### src/rtl/fifo_wr_arbiter_if.sv
// Write-port bus between producer blocks and the FIFO write arbiter.
//   req       : per-requester valid, held together with its data until granted
//   req_data  : packed requester data, requester i at [i*DATA_WIDTH +: DATA_WIDTH]
//   fifo_full : FIFO full flag in the write-clock domain
//   gnt       : one-hot ready back to the requesters
//   wr_en     : memory write enable
//   wr_data   : memory write data (0 when wr_en=0)
//   owner     : index of the current burst owner
//   busy      : high while a burst is in progress (FSM state)
// Handshake: word i moves on a rising clk edge where req[i] & gnt[i] is high;
// a requester keeps req[i] and its data stable until that edge, and gnt may
// depend combinationally on req within the same cycle.
// Modports: master = producer/FIFO side, slave = the arbiter.
interface fifo_wr_arbiter_if #(
  parameter int DATA_WIDTH = 8,
  parameter int NUM_REQ    = 4,
  parameter int ID_WIDTH   = 2
);
  logic [NUM_REQ-1:0]            req;
  logic [NUM_REQ*DATA_WIDTH-1:0] req_data;
  logic                          fifo_full;
  logic [NUM_REQ-1:0]            gnt;
  logic                          wr_en;
  logic [DATA_WIDTH-1:0]         wr_data;
  logic [ID_WIDTH-1:0]           owner;
  logic                          busy;

  modport master (
    output req, req_data, fifo_full,
    input  gnt, wr_en, wr_data, owner, busy
  );

  modport slave (
    input  req, req_data, fifo_full,
    output gnt, wr_en, wr_data, owner, busy
  );
endinterface

### src/rtl/fifo_wr_arbiter.sv
// Round-robin arbiter sharing the FIFO memory write port among NUM_REQ
// requesters. A grant gives one requester a burst of up to MAX_BURST words;
// every burst is followed by one IDLE cycle in which the next winner is picked.
// Ports:
//   clk   : write-side clock
//   rst_n : asynchronous active-low reset
//   bus   : fifo_wr_arbiter_if slave modport (req/req_data/fifo_full in,
//           gnt/wr_en/wr_data/owner/busy out; busy mirrors the FSM state)
module fifo_wr_arbiter #(
  parameter int DATA_WIDTH = 8,
  parameter int NUM_REQ    = 4,
  parameter int MAX_BURST  = 4,
  parameter int ID_WIDTH   = 2
) (
  input  logic                clk,
  input  logic                rst_n,
  fifo_wr_arbiter_if.slave    bus
);

  localparam int CNT_W = (MAX_BURST < 2) ? 1 : $clog2(MAX_BURST + 1);

  typedef enum logic {IDLE = 1'b0, BURST = 1'b1} state_t;

  state_t              state, state_nxt;
  logic [ID_WIDTH-1:0] rr_ptr, rr_nxt;
  logic [ID_WIDTH-1:0] owner_q, owner_nxt;
  logic [CNT_W-1:0]    burst_cnt, cnt_nxt;

  logic [2*NUM_REQ-1:0] req_dbl;
  logic [NUM_REQ-1:0]   req_rot;
  int                   win_off;
  logic [ID_WIDTH-1:0]  winner;
  logic                 owner_req;
  logic [DATA_WIDTH-1:0] owner_data;

  // Rotate req so that bit 0 is the requester at rr_ptr; the lowest set bit
  // of the rotated vector is the winner's distance from rr_ptr.
  always_comb begin
    req_dbl = {bus.req, bus.req} >> rr_ptr;
    req_rot = req_dbl[NUM_REQ-1:0];
    win_off = 0;
    for (int j = NUM_REQ - 1; j >= 0; j--) begin
      if (req_rot[j]) win_off = j;
    end
    winner = ID_WIDTH'((int'(rr_ptr) + win_off) % NUM_REQ);
  end

  // Owner's request and data, selected by comparison to avoid index-width issues.
  always_comb begin
    owner_req  = 1'b0;
    owner_data = '0;
    for (int i = 0; i < NUM_REQ; i++) begin
      if (owner_q == ID_WIDTH'(i)) begin
        owner_req  = bus.req[i];
        owner_data = bus.req_data[i*DATA_WIDTH +: DATA_WIDTH];
      end
    end
  end

  always_ff @(posedge clk or negedge rst_n) begin
    if (!rst_n) begin
      state     <= IDLE;
      rr_ptr    <= '0;
      owner_q   <= '0;
      burst_cnt <= '0;
    end else begin
      state     <= state_nxt;
      rr_ptr    <= rr_nxt;
      owner_q   <= owner_nxt;
      burst_cnt <= cnt_nxt;
    end
  end

  always_comb begin
    state_nxt   = state;
    rr_nxt      = rr_ptr;
    owner_nxt   = owner_q;
    cnt_nxt     = burst_cnt;
    bus.gnt     = '0;
    bus.wr_en   = 1'b0;
    bus.wr_data = '0;
    case (state)
      IDLE: begin
        if (|bus.req) begin
          owner_nxt = winner;
          rr_nxt    = ID_WIDTH'((int'(winner) + 1) % NUM_REQ);
          cnt_nxt   = '0;
          state_nxt = BURST;
        end
      end
      BURST: begin
        // fifo_full is used combinationally so no write is issued while full.
        for (int i = 0; i < NUM_REQ; i++) begin
          bus.gnt[i] = (owner_q == ID_WIDTH'(i)) && !bus.fifo_full;
        end
        bus.wr_en   = owner_req && !bus.fifo_full;
        bus.wr_data = bus.wr_en ? owner_data : '0;
        if (!owner_req) begin
          state_nxt = IDLE;
        end else if (bus.wr_en) begin
          if (burst_cnt == CNT_W'(MAX_BURST - 1)) begin
            state_nxt = IDLE;
            cnt_nxt   = '0;
          end else begin
            cnt_nxt = burst_cnt + 1'b1;
          end
        end
      end
      default: state_nxt = IDLE;
    endcase
  end

  assign bus.owner = owner_q;
  assign bus.busy  = (state == BURST);

endmodule

### src/flat_wrapper.sv
// flat-port wrapper written by rule: the top's interface ports become plain ports
module fifo_wr_arbiter_flat 
#(
  parameter int DATA_WIDTH = 8,
  parameter int NUM_REQ    = 4,
  parameter int MAX_BURST  = 4,
  parameter int ID_WIDTH   = 2
)
  (clk, rst_n, bus_req, bus_req_data, bus_fifo_full, bus_gnt, bus_wr_en, bus_wr_data, bus_owner, bus_busy);
  fifo_wr_arbiter_if #(.DATA_WIDTH(DATA_WIDTH), .NUM_REQ(NUM_REQ), .ID_WIDTH(ID_WIDTH)) bus_i ();
  input  logic clk;
  input  logic rst_n;
  input wire logic [$bits(bus_i.req)-1:0] bus_req;
  input wire logic [$bits(bus_i.req_data)-1:0] bus_req_data;
  input wire logic [$bits(bus_i.fifo_full)-1:0] bus_fifo_full;
  output wire logic [$bits(bus_i.gnt)-1:0] bus_gnt;
  output wire logic [$bits(bus_i.wr_en)-1:0] bus_wr_en;
  output wire logic [$bits(bus_i.wr_data)-1:0] bus_wr_data;
  output wire logic [$bits(bus_i.owner)-1:0] bus_owner;
  output wire logic [$bits(bus_i.busy)-1:0] bus_busy;
  assign bus_i.req = bus_req;
  assign bus_i.req_data = bus_req_data;
  assign bus_i.fifo_full = bus_fifo_full;
  assign bus_gnt = bus_i.gnt;
  assign bus_wr_en = bus_i.wr_en;
  assign bus_wr_data = bus_i.wr_data;
  assign bus_owner = bus_i.owner;
  assign bus_busy = bus_i.busy;
  fifo_wr_arbiter #(.DATA_WIDTH(DATA_WIDTH), .NUM_REQ(NUM_REQ), .MAX_BURST(MAX_BURST), .ID_WIDTH(ID_WIDTH)) u_core (.clk(clk), .rst_n(rst_n), .bus(bus_i));
endmodule
### config.mk
export PLATFORM = sky130hd
export DESIGN_NAME = fifo_wr_arbiter_flat
export DESIGN_NICKNAME = d
export VERILOG_FILES = /design/src/rtl/fifo_wr_arbiter_if.sv /design/src/rtl/fifo_wr_arbiter.sv /design/src/flat_wrapper.sv
export SDC_FILE = /design/constraint.sdc
export NUM_CORES = 1
export LEC_CHECK = 0
export BUFFER_PORTS_ARGS = -buffer_cell sky130_fd_sc_hd__buf_4
export CAP_MARGIN = 20
export CORE_AREA = 2 2 64 66
export CTS_CLUSTER_DIAMETER = 150
export CTS_CLUSTER_SIZE = 24
export DETAILED_ROUTE_END_ITERATION = 10
export DIE_AREA = 0 0 66 68
export PLACE_DENSITY = 0.5
export SYNTH_ARGS = -nofsm -noshare
export SYNTH_HDL_FRONTEND = slang
export SYNTH_SLANG_ARGS = --single-unit
### constraint.sdc
create_clock -name clk -period 2.2 [get_ports clk]
set_input_delay 0.22 -clock clk [delete_from_list [all_inputs] [get_ports clk]]
set_output_delay 0.22 -clock clk [all_outputs]
set_load 0.005 [all_outputs]
=== Word level (Yosys, flattened, before mapping) ===
Cells that the tools add are included.
Widths: inputs -> output; s select.

* Register bits after elaboration: 8
* Bits in latches: 0
* Bits in writable memories: 0
* ROM bits: 0
* Bits of input ports: 39
* Output and inout port bits: 16
* Word-level logic and storage cells: 52
* Memories: 0

* Add/sub/neg operators: 3
* Multipliers: 0
* Divide/modulo/power cells: 0
* $lt $le $gt $ge: 0
* Equality and inequality tests: 7
* Shifts and indexed selects: 1
* Muxes and demuxes: 26
* Bitwise gates (word level): 1
* Reductions and logical operators: 10

{| class="wikitable"
|+ Operators by type and width
! kind !! number
|-
| $mux 8 || 6
|-
| $mux 3 || 4
|-
| $mux 1 || 9
|-
| $mux 2 || 4
|-
| $shr 8x2->4 || 1
|-
| $pmux 3 s2 || 1
|-
| $logic_and 1x1->1 || 5
|-
| $eq 2x2->1 const B || 2
|-
| $mux 4 || 1
|-
| $ne 2x2->1 const B || 2
|-
| $reduce_or 4->1 || 1
|-
| $add 3x1->3 const B || 1
|-
| $eq 3x2->1 const B || 1
|-
| $reduce_and 3->1 || 1
|-
| $add 2x1->2 const B || 1
|-
| $add 2x2->2 || 1
|-
| $eq 2x1->1 const B || 1
|-
| $logic_not 2->1 || 1
|-
| $ne 2x1->1 const B || 1
|-
| $pmux 1 s2 || 1
|-
| $reduce_and 2->1 || 1
|-
| $logic_not 1->1 || 1
|-
| $not 1->1 || 1
|}

=== Depth between registers and ports, before layout ===
* Word-level depth: 9
* Mapped depth: 11
* Mapped depth without buffers: 10

=== Worst setup path before layout ===
OpenSTA, ideal clock, no wires.

* Path type: register -> register
* From: register u_core.rr_ptr[1]
* To: register u_core.rr_ptr[1]
* Library setup time: 0.123 ns
* Arrival time: 1.850 ns
* Path slack: 0.227 ns
* Cell stages (with the launch flop): 11
* Path buffers: 1
* Period minus slack after synthesis: 1.973 ns
* Path through: dfrtp_1 > buf_4 > o21ai_0 > a21oi_1 > nor3_1 > a21oi_1 > ha_1 > xor2_1 > a211oi_1 > o21ai_2 > xnor2_1

* Cells in the longest elaborated chain, start to end: 7

{| class="wikitable"
|+ RTL lines
! item !! RTL line !! RTL
|-
| start: declaration || fifo_wr_arbiter.sv:25 || <nowiki>logic [ID_WIDTH-1:0] rr_ptr, rr_nxt;</nowiki>
|-
| start signal: assignment || fifo_wr_arbiter.sv:68 || <nowiki>rr_ptr <= rr_nxt;</nowiki>
|-
| $shr 8x2->4 (*) || fifo_wr_arbiter.sv:39 || <nowiki>req_dbl = {bus.req, bus.req} >> rr_ptr;</nowiki>
|-
| $mux 2 (3 in a row) || fifo_wr_arbiter.sv:43 || <nowiki>if (req_rot[j]) win_off = j;</nowiki>
|-
| $mux 2 (*) || fifo_wr_arbiter.sv:43 ||
|-
| $add 2x2->2 (*) || fifo_wr_arbiter.sv:45 || <nowiki>winner = ID_WIDTH'((int'(rr_ptr) + win_off) % NUM_REQ);</nowiki>
|-
| via u_core.winner[0] || fifo_wr_arbiter.sv:32 || <nowiki>logic [ID_WIDTH-1:0] winner;</nowiki>
|-
| $add 2x1->2 (*) || fifo_wr_arbiter.sv:86 || <nowiki>rr_nxt = ID_WIDTH'((int'(winner) + 1) % NUM_REQ);</nowiki>
|}

Mark *: on every way through the listed nets, which the timed path passes. The rest lies on a longest branch.
A chain may end at the register's enable or synchronous reset.

=== Worst setup path after layout ===
* From: register u_core.owner_q[0] (netlist: u_core.bus.owner[0])
* To: output bus_wr_data[7]

* Cells in the longest elaborated chain, start to end: 8
* Elaborated cells between the ends (all ways): 15
* Classes of those cells: eq/ne: 3; mux: 10; reduce/logical: 2

{| class="wikitable"
|+ RTL lines
! item !! RTL line !! RTL
|-
| start: declaration || fifo_wr_arbiter.sv:26 || <nowiki>logic [ID_WIDTH-1:0] owner_q, owner_nxt;</nowiki>
|-
| start signal: assignment || fifo_wr_arbiter.sv:69 || <nowiki>owner_q <= owner_nxt;</nowiki>
|-
| $logic_not 2->1 || fifo_wr_arbiter.sv:53 || <nowiki>if (owner_q == ID_WIDTH'(i)) begin</nowiki>
|-
| $mux 1 (4 in a row) || fifo_wr_arbiter.sv:53 ||
|-
| $logic_and 1x1->1 || fifo_wr_arbiter.sv:96 || <nowiki>bus.wr_en = owner_req && !bus.fifo_full;</nowiki>
|-
| $mux 8 (*) || fifo_wr_arbiter.sv:97 || <nowiki>bus.wr_data = bus.wr_en ? owner_data : '0;</nowiki>
|-
| $mux 8 (*) || fifo_wr_arbiter.sv:82 || <nowiki>case (state)</nowiki>
|-
| end: declaration || flat_wrapper.sv:18 || <nowiki>output wire logic [$bits(bus_i.wr_data)-1:0] bus_wr_data;</nowiki>
|}

Mark *: on every way between the ends. The rest lies on a longest branch, timed or not.

==> metrics <==
max incr delay on CP=580 ps; register area share after synthesis=0.222; Yosys top cell area share=0.222; layout cells sized above 1=0.521; RSZ-0062 raised after global routing=false; Synth warnings=0; Setup Skew=0.188 ps; Comb pwr share=0.676; Die H=68 um; clock root buffer=clkbuf_8; CTS Buf Count=3; first-pass GRT wire length=3880 um; max_slew headroom=0.605; complex-gate fraction of the synthesized area=0.163; final setup vio count=0; Syn Std Cell Area=903 um^2; die area=4490 um^2; post-synthesis register bit count=8; Total Wirelength=2580 um; hold path cells=3; Ports=55; DRC=0; CP top delay family=multiplexers; CTS tree=built; Final Hold Vio Count=0; fin crit share=0.910; number of nets in the layout=189; critical path's slowest cell=mux4_1; most common cell after layout, fill and taps aside=buf_4; clock-pin slew on the worst setup and hold paths=40 ps; most frequent cells in the layout=buf_4, and3_1, dfrtp_1; initial antenna violation count=0; internal power=905 uW; CTS H-tree lvls=1; switching power=584 uW; CP bufs+invs=2; Synth Area in XOR/XNOR=0.0388; Worst Path Arrival=1780 ps; largest family of logic cells by synthesized area=multiplexers; Top FF cell, synth=dfrtp_1; die width=66 um; Post-Syn Instances=91; largest net degree at the start of global routing=14; antenna cells=0; gpl congestion=0.752; cells along the critical path=buf_4, mux4_1, and3_1, buf_4; Setup TNS=0 ps; Peak Freq=499 MHz; Clk Latency, worst-skew pair=220 ps; number of synthesized flops with an enable pin=0; reg-to-reg startpoint=u_core.rr_ptr[1]$_DFFE_PN0P_; min-delay src=bus_fifo_full; Area growth syn-to-layout=55.5%; Core ar.=3860 um^2; Seq pwr share=0.207; mux contribution to synthesized area=0.262; max-slew violations=0; clock power share=0.117; CP Data Required Time=1980 ps; ranking of synthesized cells by area=dfrtp_1, mux4_2, mux4_1; VDD IR max=423 uV; Total GRT Usage=0.110; Crit Path Max Fanout=13; post-CTS setup buffer count=0; Critical Path Start Type=register; TritonRoute pass-1 iters=4; CP Class=register to output pin; via count=943; largest area contributor in the netlist=dfrtp_1; Reg2Reg Setup Slack=220 ps; status=completed; Crit. End Element=output pin; vias per inst=4.81; Starting DRT DRC Count=14; Netlist cell types=35; WL/cell=13.2 um; Post-Syn Area per Cell=9.93 um^2; quantity of I/O buffers inserted on ports=54; Tmin final=2000 ps; Synth Area in Simple Gates=0.230; Switching Fraction=0.392; Max-Cap Viols=0; Critical R2R Capture=u_core.rr_ptr[1]$_DFFE_PN0P_; clock tree buffer depth=2; Min-Delay Endpoint=u_core.bus.busy$_DFF_PN0_; Worst Hold Class=input pin to register; Synth Area in Adders=0.0277; Clock Sinks=8; Resize count post-CTS=0; Async S/R FF share, synth=1.00; Starting Density=0.234; gr ovfl total=0; Fin Hold WS=270 ps; worst slew pin tran=591 ps; Post-DP HPWL=2040 um; Top cell by count, worst path=buf_4; Site Rows=23; pwr dens=1060 nW/um^2; static leakage=0.668 nW; R2R depth=8; DRT antenna net count=0; Synth Net Count=132; vias in the first global route=844
-- tightest hold or removal path, stage by stage --
cell and delay (ps):
buf_4 80, o211ai_1 80, o21ai_0 70
-- power by group through the flow --
stage	clock network, mW	logic, mW	registers [mW]
6_report	0.174	1.01	0.309
5_1_grt	0.184	1.11	0.325
4_1_cts	0.177	1.02	0.313
3_5_place_dp	0	1.02	0.315
3_3_place_gp	0	1.00	0.308
2_1_floorplan	0	0.741	0.268
-- routing by layer --
| metal | up-vias | track usage | wire length (um) |
|---|---|---|---|
| met5 | - | 0 | 0 |
| li1 | 457 | - | - |
| met4 | 0 | 0.0153 | 0 |
| met3 | 0 | 0.0296 | 294 |
| met2 | 42 | 0.211 | 1220 |
| met1 | 444 | 0.125 | 1070 |
-- synthesized netlist by cell type (2+ instances only) --
| cell type | count |
|---|---|
| xor2_1 | 2 |
| buf_2 | 2 |
| clkbuf_1 | 2 |
| mux4_2 | 6 |
| nor3b_1 | 3 |
| buf_6 | 2 |
| nand2_1 | 6 |
| a21oi_1 | 7 |
| nor2b_1 | 3 |
| and3_1 | 9 |
| mux4_1 | 3 |
| xnor2_1 | 2 |
| mux2_2 | 2 |
| o21bai_1 | 2 |
| ha_1 | 2 |
| nand2b_1 | 3 |
| nor2_1 | 7 |
| o21ai_0 | 4 |
| dfrtp_1 | 8 |
-- flip-flops by register name (all words and copies together), names as in the netlist --
name,flops
u_core.bus.busy,1
u_core.bus.owner,2
u_core.burst_cnt,3
u_core.rr_ptr,2
-- area by class of cell --
class	instances	area [um^2]
flip-flops and latches	8	200
inverters	1	3.75
well taps	50	62.6
multi-input cells	75	652
clock buffers	3	41.3
repair buffers	59	445
fillers	414	2450
-- per-stage QoR --
| stage | util | cells | setup WS (ps) | area [um^2] | total power [mW] |
|---|---|---|---|---|---|
| 3_3_place_gp | 0.351 | 192 | 200 | 1350 | 1.31 |
| 3_5_place_dp | 0.351 | 192 | 185 | 1350 | 1.33 |
| 6_report | 0.364 | 196 | 198 | 1410 | 1.49 |
| 2_1_floorplan | - | 91 | 227 | 903 | 1.01 |
| 5_1_grt | 0.364 | 196 | 35.4 | 1410 | 1.62 |
| 4_1_cts | 0.364 | 196 | 152 | 1410 | 1.51 |
-- how the worst max path moves through the flow --
stage,start,endpoint,slack (ps),depth (start not counted)
floorplan,u_core.rr_ptr[1]$_DFFE_PN0P_,u_core.rr_ptr[1]$_DFFE_PN0P_,230,10
global placement,bus_req[0],u_core.rr_ptr[1]$_DFFE_PN0P_,200,11
detailed placement,bus_req[0],u_core.rr_ptr[1]$_DFFE_PN0P_,190,11
CTS,u_core.bus.owner[0]$_DFFE_PN0P_,bus_wr_data[0],150,4
global route,u_core.rr_ptr[1]$_DFFE_PN0P_,u_core.rr_ptr[1]$_DFFE_PN0P_,40,9
finish,u_core.bus.owner[0]$_DFFE_PN0P_,bus_wr_data[7],200,4
-- repair_timing --
action / in CTS / in global routing
endpoints found under the hold margin: 8 / 0
hold buffers: 1 / 0
setup endpoints to repair: 0 / 0
-- cell families (layout without fill, tap and decap cells) --
kind of cell	Yosys count	after routing
AND/OR/NAND/NOR	37	37
AO/OA/AOI/OAI	21	21
XOR/XNOR	4	4
adder cells (fa/ha/maj)	2	2
buffers and inverters	8	63
flip-flops	8	8
multiplexers	11	11
Note: power is estimated with default switching activity, not from simulation.
